<file path="src/rtl/ripple_count_sampler.sv">
// Samples an asynchronous ripple-counter output into the clk domain. It accepts only settled codes,
// extends the count across wraps, flags illegal jumps and compares the result against a threshold.
module ripple_count_sampler #(
    parameter int WIDTH         = 4,
    parameter int EXT_WIDTH     = 8,
    parameter int STABLE_CYCLES = 2
) (
    input  logic                       clk,
    input  logic                       reset,
    input  logic [WIDTH-1:0]           count_in,
    input  logic [WIDTH+EXT_WIDTH-1:0] threshold,
    input  logic                       clear,
    output logic [WIDTH+EXT_WIDTH-1:0] count_out,
    output logic                       count_valid,
    output logic                       wrap,
    output logic                       match,
    output logic                       error
);

    localparam logic [2:0] STAB_MAX = 3'(STABLE_CYCLES);

    logic [WIDTH-1:0]     sync1_r;
    logic [WIDTH-1:0]     sync2_r;
    logic [WIDTH-1:0]     candidate_r;
    logic [2:0]           stab_cnt_r;
    logic [WIDTH-1:0]     last_r;
    logic [EXT_WIDTH-1:0] ext_r;
    logic                 primed_r;
    logic                 count_valid_r;
    logic                 wrap_r;
    logic                 match_r;
    logic                 error_r;

    logic                 stable_s;
    logic                 accept_s;
    logic                 wrap_s;
    logic                 jump_s;
    logic [EXT_WIDTH-1:0] ext_nxt_s;
    logic                 error_nxt_s;

    function automatic logic [WIDTH-1:0] next_code(input logic [WIDTH-1:0] code);
        return code + {{(WIDTH-1){1'b0}}, 1'b1};
    endfunction

    // Accept decision and the resulting extension and error updates
    always_comb begin
        stable_s    = 1'b0;
        accept_s    = 1'b0;
        wrap_s      = 1'b0;
        jump_s      = 1'b0;
        ext_nxt_s   = ext_r;
        error_nxt_s = error_r;
        // sync2 must still agree with the candidate, so a code that moves on as it matures is rejected
        stable_s = (stab_cnt_r == STAB_MAX) && (sync2_r == candidate_r);
        accept_s = stable_s && (!primed_r || (candidate_r != last_r));
        if (accept_s && primed_r) begin
            wrap_s = (candidate_r < last_r);
            jump_s = (candidate_r != next_code(last_r));
        end else begin
            wrap_s = 1'b0;
            jump_s = 1'b0;
        end
        if (clear) begin
            ext_nxt_s   = {EXT_WIDTH{1'b0}};
            error_nxt_s = 1'b0;
        end else if (wrap_s) begin
            ext_nxt_s   = ext_r + {{(EXT_WIDTH-1){1'b0}}, 1'b1};
            error_nxt_s = error_r | jump_s;
        end else begin
            ext_nxt_s   = ext_r;
            error_nxt_s = error_r | jump_s;
        end
    end

    // Synchronizer, stability filter, accepted state and output registers
    always_ff @(posedge clk) begin
        if (reset) begin
            sync1_r       <= {WIDTH{1'b0}};
            sync2_r       <= {WIDTH{1'b0}};
            candidate_r   <= {WIDTH{1'b0}};
            stab_cnt_r    <= 3'd0;
            last_r        <= {WIDTH{1'b0}};
            ext_r         <= {EXT_WIDTH{1'b0}};
            primed_r      <= 1'b0;
            count_valid_r <= 1'b0;
            wrap_r        <= 1'b0;
            match_r       <= 1'b0;
            error_r       <= 1'b0;
        end else begin
            sync1_r <= count_in;
            sync2_r <= sync1_r;
            if (sync2_r != candidate_r) begin
                candidate_r <= sync2_r;
                stab_cnt_r  <= 3'd1;
            end else if (stab_cnt_r != STAB_MAX) begin
                stab_cnt_r  <= stab_cnt_r + 3'd1;
            end else begin
                stab_cnt_r  <= stab_cnt_r;
            end
            if (accept_s) begin
                last_r   <= candidate_r;
                primed_r <= 1'b1;
            end else begin
                last_r   <= last_r;
                primed_r <= primed_r;
            end
            ext_r         <= ext_nxt_s;
            error_r       <= error_nxt_s;
            count_valid_r <= accept_s;
            wrap_r        <= wrap_s;
            // Compares the count_out currently presented, so match trails count_valid by one cycle
            match_r       <= ({ext_r, last_r} >= threshold);
        end
    end

    assign count_out   = {ext_r, last_r};
    assign count_valid = count_valid_r;
    assign wrap        = wrap_r;
    assign match       = match_r;
    assign error       = error_r;

endmodule

</file>
<file path="config.mk">
export PLATFORM = sky130hd
export DESIGN_NAME = ripple_count_sampler
export DESIGN_NICKNAME = d
export VERILOG_FILES = /design/src/rtl/ripple_count_sampler.sv
export SDC_FILE = /design/constraint.sdc
export NUM_CORES = 1
export LEC_CHECK = 0
export BUFFER_PORTS_ARGS = -buffer_cell sky130_fd_sc_hd__clkbuf_2
export CAP_MARGIN = 20
export CORE_MARGIN = 2
export CORE_UTILIZATION = 25
export CTS_BUF_LIST = sky130_fd_sc_hd__clkbuf_8 sky130_fd_sc_hd__clkbuf_16
export DETAILED_ROUTE_END_ITERATION = 8
export HOLD_SLACK_MARGIN = 0.05
export REMOVE_ABC_BUFFERS = 1
export SYNTH_ARGS = -nofsm -noshare
export SYNTH_HDL_FRONTEND = slang
export SYNTH_SLANG_ARGS = --single-unit
</file>
<file path="constraint.sdc">
create_clock -name clk -period 3.9 [get_ports clk]
set_input_delay 0.78 -clock clk [delete_from_list [all_inputs] [get_ports clk]]
set_output_delay 0.78 -clock clk [all_outputs]
set_load 0.02 [all_outputs]
</file>
==> results.md <==
- The critical path starts at last_r[2].
- The largest buffer count on any clock path is 2.
- The signal on the critical path passes through inv_1 -> ha_1 -> o21ai_0 -> a21oi_1 -> nor4_2 -> or4b_2 -> a21oi_1.
- The clock-pin slew reported for the worst setup and hold paths after clock tree synthesis is 0.06 ns.
- The number of standard-cell rows in the floorplan is 30.
- The commonest cells after synthesis are dfxtp_1 (32), nor2_1 (21), ha_1 (20).
- After clock tree synthesis, the flow added hold-fix buffers numbering 0.
- The share of total power consumed by net switching is 20.7%.
- The largest total area in the synthesized netlist belongs to dfxtp_1.
- The max-slew violation count is 0.
- The post-placement cell count is 293.
- The minimum setup slack after placement is 1.66 ns.
- Along the worst hold path, the cell count comes to 1.
- The static leakage power is 0.938 nW.
- The design draws 0.000743 W.
- The die is 86.4 um tall.
- The internal power of the cells totals 0.000589 W.
- Among all stages on the critical path, the largest delay is contributed by or4b_2.
- The worst register-to-register path begins at last_r[2].
- The sequential cell area is 641 um2.
- The via count of the first global-routing pass is 1203.
- The total detailed-routing wirelength is 3130 um.
- The net count of the finished layout is 259.
- The effective utilization at floorplan is 25.4%.
- Summing over every cut layer, the via total after detailed routing is 1311.
- For this run, the top clock speed supported by timing is 447 MHz.
- After detailed placement, the total cell area comes to 1940 um2.
- The worst endpoint data arrival time is 2.45 ns.
- The width of the die is 86.4 um.
- The share of total power dissipated in the clock network is 46.1%.
- The number of failing setup endpoints in the final timing report is 0.
- In this run the tool buffered the top-level ports with 34 buffer cells.
- Synthesis instantiated 37 different standard cells from the library.
- Counting both buffers and inverters, the worst setup path holds a total of 1.
- The number of hold-slack violations in the final timing report is 0.
- The number of levels the H-tree was split into is 2.
- The top-area cell type share of the netlist area is 37.8%.
- The number of enable-type register cells in the synthesized netlist is 0.
- After filler insertion, the fill cell instance count of the layout stands at 722.
- The most frequent cell on the critical path is a21oi_1.
- The cell count after synthesis came out at 184.
- The critical path crosses 7 cells after its start point.
- For this run, asynchronously set or reset flops after synthesis account for 0%.
- The CTS root buffer is clkbuf_8.
- Summing all non-filler instances in the final layout gives an area of 2070 um2.
- The dominant delay contributor by cell family on the critical path is simple AND/OR/NAND/NOR gates.
- The measured slew at the worst slew-check pin is 0.500 ns.
- Setup total negative slack on the finished layout was measured at 0 ns.
- The number of design rule violations left after detail routing is 0.
- The startpoint of the most critical hold path is sync1_r[2].
- The placer congestion estimate is 0.735.
- By area the synthesized netlist is led by dfxtp_1 (38%), ha_1 (15%), nor2_1 (4.6%).
- The setup clock skew after layout is 0.00820 ns.
- Measured against its own limit, the worst slew margin works out to 66.7%.
- The count of synthesis-stage warnings from yosys is 0.
- The area growth from synthesis to layout is 21.8%.
- Registers are responsible for 45.9% of the overall power.
- After legalization and detailed placement, the total HPWL measured 2450 um.
- The number of gates resized after CTS is 0.
- Using the TritonRoute via totals, the vias-per-cell ratio works out to 4.36.
- Setup repair after global routing left no endpoint under its margin.
- The path class of the tightest hold or removal check is flop to flop.
- The flow ran to the end, and the final reports show no timing, DRC or antenna violations.
- The share of cells above drive strength 1 is 24.4%.
- The part of the Yosys area used for sequential elements is 37.8%.
- The number of antenna-violating nets in the routed design is 0.
- Combinational logic burns 8.0% of the power.
- The mean routed wirelength per cell is 10.4 um.
- Each instance of the synthesized netlist takes up on average 9.21 um2.
- The critical path in this run is classified as flop to flop.
- The leading register cell type out of synthesis is dfxtp_1.
- In the global route stage, overall resource usage came out at 9.15%.
- The data required time at the worst endpoint is 4.11 ns.
- Dividing the final minimum period by the clock period gives 57.4%.
- The time the worst path needs with I/O delays and setup is 2.24 ns.
- The area used by multi-input combinational logic is 957 um2.
- After clock tree synthesis, the setup repair step added 0 buffers.
- STA classifies the critical path endpoint as a flop.
- The flip-flop and latch count after synthesis is 32.
- The clock net in this run drives a total of 32 sinks.
- The CTS buffer count is 5.
- The first-pass detailed-route iteration total is 4.
- The total area inside the core boundary comes to 6680 um2.
- STA classifies the critical path startpoint as a flop.
- The count of pins on the block boundary is 35.
- Power spread over the standard cell area amounts to 360 nW/um2.
- The CTS tree is yes.
- The setup slack after layout is 1.66 ns.
- The maximum VDD drop is 0.211 mV.
- After the first detailed-routing iteration, the DRC count stood at 53.
- Max-cap violations in this run came to 0.
- The post-layout instance count excluding filler cells is 301.
- The maximum number of pins on one net before global-route repair is 25.
- The initial antenna violation count is 0.
- For the worst flop-to-flop path, the logic depth is 7.
- For this run the aggregate overflow at the end of global routing stands at 0.
- The largest stage delay on the critical path is 0.62 ns.
- The cell area after technology mapping is 1700 um2.
- For the worst-skew pair, the clock arrives at the later sink with an insertion delay of 0.28 ns.
- The floorplan step defined a die boundary enclosing 7460 um2.
- dfxtp_1 is the most common cell in the netlist.
- The diode insertion count for antenna repair is 0.
- The first global-routing pass estimated 5390 um of wire.
- In this run the power spent charging and discharging nets is 0.000154 W.
- Of all nets on the critical path, the largest fanout is 5.
==> cells by family after synthesis <==
logic type,share of synthesized area [%]
AOI/OAI and AO/OA,9.23
xor gates and xnor gates,7.45
adders and majority gates,14.8
buffers and inverters,5.76
DFF,37.8
muxes,2.95
and+or+nand+nor,22.1
==> final timing paths <==
check | end | slack, ns
min | sync2_r[2] | 0.43
max reg2reg | ext_r[6] | 1.66
min reg2reg | sync2_r[2] | 0.43
max | ext_r[6] | 1.66
==> state kept, by name, summed over array words and instances (netlist names) <==
signal and flops:
error 1, sync1_r 4, candidate_r 4, sync2_r 4, stab_cnt_r 3, match 1
last_r 4, wrap 1, count_valid 1, ext_r 8, primed_r 1
==> metrics by stage <==
step | utilization (%) | hold slack (ns)
after floorplan | - | 0.414
after global placement | 29.0 | 0.415
after detailed placement | 29.0 | 0.424
after CTS | 30.9 | 0.440
after global routing | 30.9 | 0.453
final | 30.9 | 0.434
==> layout make-up <==
type                            instances  share of cell area, %
Inverter                               19                   3.45
Sequential cell                        32                   31.0
Clock buffer                            7                   4.66
Tap cell                               80                   4.85
Clock inverter                          1                   1.45
Multi-Input combinational cell        128                   46.3
Timing Repair Buffer                   34                   8.24
==> power groups by stage <==
| stage | logic, W | registers (W) | clock network [W] |
|---|---|---|---|
| CTS | 0.0000604 | 0.000341 | 0.000354 |
| detailed placement | 0.0000601 | 0.000349 | 0 |
| global placement | 0.0000591 | 0.000349 | 0 |
| floorplan | 0.0000400 | 0.000348 | 0 |
| finish | 0.0000592 | 0.000341 | 0.000343 |
| global route | 0.0000687 | 0.000342 | 0.000371 |
==> cells in the final DEF (no fill, tap or decap), types with 3 or more instances in the layout <==
cell       n
clkbuf_8   7
nor2_1    21
dfxtp_1   32
nand2_1    8
clkbuf_2  34
xnor2_1    5
or3_1      3
ha_1      20
nand2b_1   4
o21ai_0    7
xnor2_2    4
mux2i_1    5
nand4_1    3
nor2b_1   12
nand3_1    3
a21oi_1   10
inv_1     19
==> metal layers <==
metal | vias to the layer above | GRT usage (%) | wire length (um)
met5 | - | 0 | 0
met4 | 0 | 3.84 | 59
met3 | 7 | 2.86 | 144
met2 | 30 | 14.7 | 1450
met1 | 585 | 11.3 | 1480
li1 | 689 | - | -
No activity file was read; power rests on OpenSTA's default activity.
